File: config.mk
export PLATFORM = sky130hd
export DESIGN_NAME = mem_arbiter
export DESIGN_NICKNAME = d
export VERILOG_FILES = /design/src/rtl/mem_arbiter.sv
export SDC_FILE = /design/constraint.sdc
export NUM_CORES = 1
export LEC_CHECK = 0
export CAP_MARGIN = 10
export CELL_PAD_IN_SITES_DETAIL_PLACEMENT = 0
export CELL_PAD_IN_SITES_GLOBAL_PLACEMENT = 2
export CORE_ASPECT_RATIO = 1.75
export CORE_MARGIN = 4
export CORE_UTILIZATION = 34
export DETAILED_ROUTE_END_ITERATION = 8
export DONT_BUFFER_PORTS = 1
export HOLD_SLACK_MARGIN = 0.02
export PLACE_DENSITY = 0.77
export SLEW_MARGIN = 0
export SYNTH_ARGS = -nofsm -noshare
export SYNTH_HDL_FRONTEND = slang
export SYNTH_SLANG_ARGS = --single-unit
File: constraint.sdc
create_clock -name clk -period 2 [get_ports clk]
set_input_delay 0.2 -clock clk [delete_from_list [all_inputs] [get_ports clk]]
set_output_delay 0.2 -clock clk [all_outputs]
set_load 0.01 [all_outputs]
File: src/rtl/mem_arbiter.sv
// Shares one memory port between instruction fetch and load/store, one transaction in flight.
// LSU wins by default; a starvation counter forces an IFU grant after STARVE_LIMIT contested LSU wins.
`timescale 1ns/1ps
module mem_arbiter #(
    parameter int AW           = 32,
    parameter int DW           = 32,
    parameter int STARVE_LIMIT = 4
) (
    input  logic          clk,
    input  logic          rst,
    input  logic          ifu_req_valid,
    output logic          ifu_req_ready,
    input  logic [AW-1:0] ifu_addr,
    output logic          ifu_rsp_valid,
    input  logic          ifu_rsp_ready,
    output logic [DW-1:0] ifu_rdata,
    output logic          ifu_rsp_err,
    input  logic          lsu_req_valid,
    output logic          lsu_req_ready,
    input  logic [AW-1:0] lsu_addr,
    input  logic          lsu_wen,
    input  logic [1:0]    lsu_size,
    input  logic [DW-1:0] lsu_wdata,
    output logic          lsu_rsp_valid,
    input  logic          lsu_rsp_ready,
    output logic [DW-1:0] lsu_rdata,
    output logic          lsu_rsp_err,
    output logic          mem_req_valid,
    input  logic          mem_req_ready,
    output logic [AW-1:0] mem_addr,
    output logic          mem_wen,
    output logic [1:0]    mem_size,
    output logic [DW-1:0] mem_wdata,
    input  logic          mem_rsp_valid,
    output logic          mem_rsp_ready,
    input  logic [DW-1:0] mem_rdata,
    input  logic          mem_rsp_err
);
    localparam int CW = $clog2(STARVE_LIMIT + 1);

    typedef enum logic [1:0] {S_IDLE, S_REQ, S_RSP} state_t;

    state_t          state, state_nxt;
    logic            owner_lsu;
    logic [CW-1:0]   starve_cnt;
    logic            starve_hit;
    logic            lsu_win;
    logic            ifu_win;
    logic            grant;
    logic            owner_rsp_ready;

    always_comb begin
        state_nxt       = state;
        starve_hit      = ifu_req_valid && (starve_cnt == CW'(STARVE_LIMIT));
        lsu_win         = lsu_req_valid && !starve_hit;
        ifu_win         = ifu_req_valid && !lsu_win;
        grant           = 1'b0;
        owner_rsp_ready = owner_lsu ? lsu_rsp_ready : ifu_rsp_ready;
        ifu_req_ready   = 1'b0;
        lsu_req_ready   = 1'b0;
        mem_req_valid   = 1'b0;
        mem_rsp_ready   = 1'b0;
        ifu_rsp_valid   = 1'b0;
        ifu_rdata       = '0;
        ifu_rsp_err     = 1'b0;
        lsu_rsp_valid   = 1'b0;
        lsu_rdata       = '0;
        lsu_rsp_err     = 1'b0;
        case (state)
            S_IDLE: begin
                // readies are masked by reset so nothing looks accepted while held in reset
                ifu_req_ready = ifu_win & rst;
                lsu_req_ready = lsu_win & rst;
                grant         = lsu_win | ifu_win;
                if (grant) state_nxt = S_REQ;
            end
            S_REQ: begin
                mem_req_valid = 1'b1;
                if (mem_req_ready) state_nxt = S_RSP;
            end
            S_RSP: begin
                mem_rsp_ready = owner_rsp_ready;
                if (owner_lsu) begin
                    lsu_rsp_valid = mem_rsp_valid;
                    lsu_rdata     = mem_rdata;
                    lsu_rsp_err   = mem_rsp_err;
                end else begin
                    ifu_rsp_valid = mem_rsp_valid;
                    ifu_rdata     = mem_rdata;
                    ifu_rsp_err   = mem_rsp_err;
                end
                if (mem_rsp_valid && owner_rsp_ready) state_nxt = S_IDLE;
            end
            default: state_nxt = S_IDLE;
        endcase
    end

    always_ff @(posedge clk or negedge rst) begin
        if (!rst) begin
            state      <= S_IDLE;
            owner_lsu  <= 1'b0;
            starve_cnt <= '0;
            mem_addr   <= '0;
            mem_wen    <= 1'b0;
            mem_size   <= 2'd0;
            mem_wdata  <= '0;
        end else begin
            state <= state_nxt;
            if (grant) begin
                owner_lsu <= lsu_win;
                mem_addr  <= lsu_win ? lsu_addr : ifu_addr;
                mem_wen   <= lsu_win & lsu_wen;
                mem_size  <= lsu_win ? lsu_size : 2'd2;
                mem_wdata <= lsu_win ? lsu_wdata : '0;
                // only an LSU win over a waiting IFU counts toward starvation
                if (lsu_win && ifu_req_valid) begin
                    if (starve_cnt != CW'(STARVE_LIMIT)) starve_cnt <= starve_cnt + CW'(1);
                end else begin
                    starve_cnt <= '0;
                end
            end
        end
    end
endmodule

# --- After elaboration in Yosys (flattened, before gate mapping) ---
# Cells that the tools add are included.
totals:
  ff_bits: 73
  in_bits: 140
  wordCells: 57
classes:
  n_addsub: 1
  n_eq_ne: 8
  n_mux: 27
  bitwise: 4
  reduce_logical: 10
ops:
  columns: ["op", "n"]
  rows:
  - ["32-bit 2-to-1 mux", 6]
  - ["1-bit 2-to-1 mux", 14]
  - ["2-bit 2-to-1 mux", 4]
  - ["3-bit 2-to-1 mux", 2]
  - ["2-bit inequality test, second input constant", 3]
  - ["2-bit case mux with 3 select lines", 1]
  - ["1-bit logical AND", 5]
  - ["3-bit by 1-bit adder with 3-bit output, second input constant", 1]
  - ["1-bit AND", 3]
  - ["3-bit equality test, second input constant", 1]
  - ["3-bit inequality test, second input constant", 1]
  - ["3-bit AND reduction", 1]
  - ["2-bit by 1-bit equality test with 1-bit output, second input constant", 1]
  - ["2-bit equality test, second input constant", 1]
  - ["1-bit logical NOT", 2]
  - ["2-bit logical NOT", 1]
  - ["2-bit by 1-bit inequality test with 1-bit output, second input constant", 1]
  - ["2-bit AND reduction", 1]
  - ["1-bit bitwise OR", 1]

# --- Logic depth before layout (Yosys ltp) ---
logic_depth:
  depth_word: 9
  ltp_mapped: 7
  mapped_depth_nobuf: 5

# --- Worst setup path after synthesis ---
# Ideal clock, no wire load.
synth_timing:
  path_kind: "flip-flop to output port"
  from: "register starve_cnt[0]"
  to: "output ifu_req_ready"
  arrival_time_ns: 1.426
  t_required_ns: 1.800
  slack_ns: 0.374
  path_stages_with_launch: 8
  path_buffers: 2
  cell_sequence: "dfrtp_1 > inv_1 > ha_1 > nand3_2 > and2_1 > clkbuf_1 > buf_2 > nor2_1"
synth_via:
  elab_chain_len: 8
synth_rtl:
  columns: ["item", "line_no", "source"]
  rows:
  - ["start, declared", "45", "logic [CW-1:0] starve_cnt;"]
  - ["start signal, assigned", "117", "if (starve_cnt != CW'(STARVE_LIMIT)) starve_cnt <= starve_cnt + CW'(1);"]
  - ["3-bit equality test", "54", "starve_hit = ifu_req_valid && (starve_cnt == CW'(STARVE_LIMIT));"]
  - ["1-bit logical AND", "54", null]
  - ["1-bit logical NOT", "55", "lsu_win = lsu_req_valid && !starve_hit;"]
  - ["1-bit logical AND", "55", null]
  - ["1-bit logical NOT", "56", "ifu_win = ifu_req_valid && !lsu_win;"]
  - ["1-bit logical AND", "56", null]
  - ["1-bit AND", "72", "ifu_req_ready = ifu_win & rst;"]
  - ["1-bit 2-to-1 mux", "69", "case (state)"]
  - ["end, declared", "12", "output logic ifu_req_ready,"]
# No other way between the ends.

# --- Worst setup path in the final report ---
# Same ends and word-level chain as after synthesis.

==> out/summary.txt <==
Top-count cell post-synth -> dfrtp_1
Worst slack, placed -> 0.460 ns
Post-Syn Nets -> 523
Worst Clk Skew -> 0.00767 ns
Max capacitance violation total -> 0
FF-to-FF setup slack -> 0.44 ns
Hold_buf cts -> 37
Final setup vio count -> 0
CP endpoint kind -> output pin
# nets final -> 549
Clk_lat worst skew -> 0.33 ns
First-pass DRT Iterations -> 6
Worst path buffer plus inverter count -> 2
Total routed wirelength -> 13.4 mm
FMAX -> 538 MHz
Antenna Nets Post-Route -> 0
Largest net degree at the start of global routing -> 74
Post-synth EDFFs -> 0
Crit-path slowest cell -> dfrtp_1
Reg2Reg Capture Point -> mem_addr[1]$_DFFE_PN0P_
Number of global-route vias before repair -> 3416
Synth area leader -> dfrtp_1
Status -> finished, final reports clean
Post-route setup slack -> 0.140 ns
Yosys Warn Count -> 0
Top cell type's share of synthesized area -> 46.3%
Die span in y -> 151 microns
Root Buffer -> clkbuf_16
Clock sink count -> 73
Global-route wire length before repair -> 19.4 mm
Min-delay src -> lsu_req_valid
Delay-heaviest family, CP -> simple AND/OR/NAND/NOR gates
Initial antenna violation count -> 3
Hold endpoint -> mem_addr[2]$_DFFE_PN0P_
DRC -> 0
Starting Density -> 35.2%
GP Congestion -> 0.850
Worst Max-Slew Pin Slew -> 0.388 ns
Ratio of cells with drive above 1 in the final layout -> 16.5%
Setup TNS -> 0 ns
Ys async rst share -> 100%
Port bufs -> 0
Vias per cell -> 5.82
Cell depth of the worst hold path -> 2
Average size of a mapped cell -> 10.4 sq um
Die Wd -> 89.5 microns
Post-detail-place hpwl -> 9.71 mm
R2R cell count -> 6
Post-synthesis sequential area ratio -> 46.3%
Most used DFF post-synth -> dfrtp_1
Die area -> 13500 sq um
Startpoint type of the worst setup path -> flip-flop
Top cells by area, synth -> dfrtp_1, and2_1, o221ai_2
DR iter-0 viols -> 157
TritonCTS Buffers -> 9
Leak -> 2.08 nW
Drt wl/cell -> 24.6 microns
CTS H-tree depth -> 3
Worst slew margin -> 74.1%
Max stage delay on crit path -> 0.38 ns
Post-synth cell types -> 32
Power per cell area -> 1550 nW/um^2
Ports -> 279
WP data arrival -> 1.66 ns
Register bit count reported by yosys -> 73
Overflow left after global routing -> 0
Clk pin slew, worst setup/hold paths -> 0.06 ns
HP Class -> in2reg
Crit-path max FO -> 10
PostCTS Resize Cnt -> 0
Tcrit/Tclk final -> 93.0%
Core area -> 11200 sq um
Critical R2R Launch -> starve_cnt[0]$_DFFE_PN0P_
Placement row count -> 51
Final hold violation count -> 0
CTS tree -> yes
RSZ-0062 raised after global routing -> false
Synth top cells by count -> dfrtp_1, and2_1, inv_1
Crit path cell chain -> inv_1, ha_1, nand3_2, and2_2, nor2_1, buf_4
Post-synthesis to final-layout area growth -> 20.7%
Post-CTS setup buffers -> 0
Final count of pins violating max slew -> 0
Worst Path Class, Setup -> reg2out
Crit path required time -> 1.80 ns
Synth Instances -> 381
GRT Overall Usage -> 19.3%
Antenna cells -> 0
Synth Cell Area -> 3950 sq um
Clock tree buffer depth -> 2
Post-route minimum period -> 1.86 ns
Worst IR Drop VDD -> 0.000748 V
Routed vias -> 3168
[placed cells by master (no fill, tap or decap), types with 2 or more instances in the layout]
cell           netlist  final
dfrtp_1             73     73
and2_1              71     70
inv_1               37     37
dlygate4sd3_1        0     37
nand3_1             34     34
a22o_1              34     34
nand4_1             32     32
o221ai_2            29     29
buf_4                3     16
clkbuf_16            0      9
nor2_1               4      4
nor2b_1              3      3
o221ai_1             3      3
nand2b_1             2      2
nand2_1              2      2
o21ai_0              2      2
ha_1                 2      2
bufinv_16            0      2
inv_6                0      2
clkinvlp_4           0      2
[how the worst max path moves through the flow]
stage | start | endpoint | cells after the start
floorplan | starve_cnt[0]$_DFFE_PN0P_ | ifu_req_ready | 7
global placement | starve_cnt[0]$_DFFE_PN0P_ | mem_wdata[11]$_DFFE_PN0P_ | 6
detailed placement | starve_cnt[0]$_DFFE_PN0P_ | mem_addr[1]$_DFFE_PN0P_ | 6
CTS | starve_cnt[0]$_DFFE_PN0P_ | ifu_req_ready | 6
global route | starve_cnt[0]$_DFFE_PN0P_ | ifu_req_ready | 6
finish | starve_cnt[0]$_DFFE_PN0P_ | ifu_req_ready | 6
[logic make-up (layout without fill, tap and decap cells)]
family	Yosys count	after routing	share of synthesized area, %
buffers and inverters	77	108	9.03
adders and majority gates	2	2	0.634
and+or+nand+nor	153	153	22.9
DFF	73	73	46.3
muxes	1	1	0.253
AOI/OAI and AO/OA	75	75	20.9
[power breakdown]
| part | switching, mW | leakage [nW] | internal, mW |
|---|---|---|---|
| clock | 0.652 | 0.153 | 1.10 |
| combinational | 1.47 | 1.02 | 1.17 |
| sequential | 0.856 | 0.911 | 2.15 |
[sequential cells by signal, indices dropped and copies added, names as in the netlist]
signal	count
mem_addr	32
mem_size	2
mem_wdata	32
mem_wen	1
owner_lsu	1
starve_cnt	3
state	2
[metrics by stage]
stage / area, sq um / util (%) / instances / power (mW) / hold slack, ns
6_report: 4770 / 42.4 / 544 / 7.40 / 0.0368
5_1_grt: 4770 / 42.4 / 544 / 7.90 / 0.0471
4_1_cts: 4760 / 42.4 / 543 / 7.50 / 0.0243
3_5_place_dp: 4040 / 36.0 / 490 / 5.60 / -0.0934
3_3_place_gp: 4040 / 36.0 / 490 / 5.52 / -0.0937
2_1_floorplan: 3950 / - / 381 / 5.04 / -0.0956
[layer usage]
layer  up-vias  global-route usage [%]  share of wire, %
li1       1410                       -                 -
met1      1520                    20.3                33
met2       206                    34.5                54
met3        26                    6.57                10
met4         6                    7.38               2.5
met5         -                       0              0.31
[final cells by class]
type,instances,area (sq um)
timing repair buffer,55,538
inverter,37,139
clock inverter,7,101
fill,1039,6460
clock buffer,9,225
sequential,73,1830
multi-input combinational,231,1770
tap,132,165
Power figures use the tool's default switching activity.
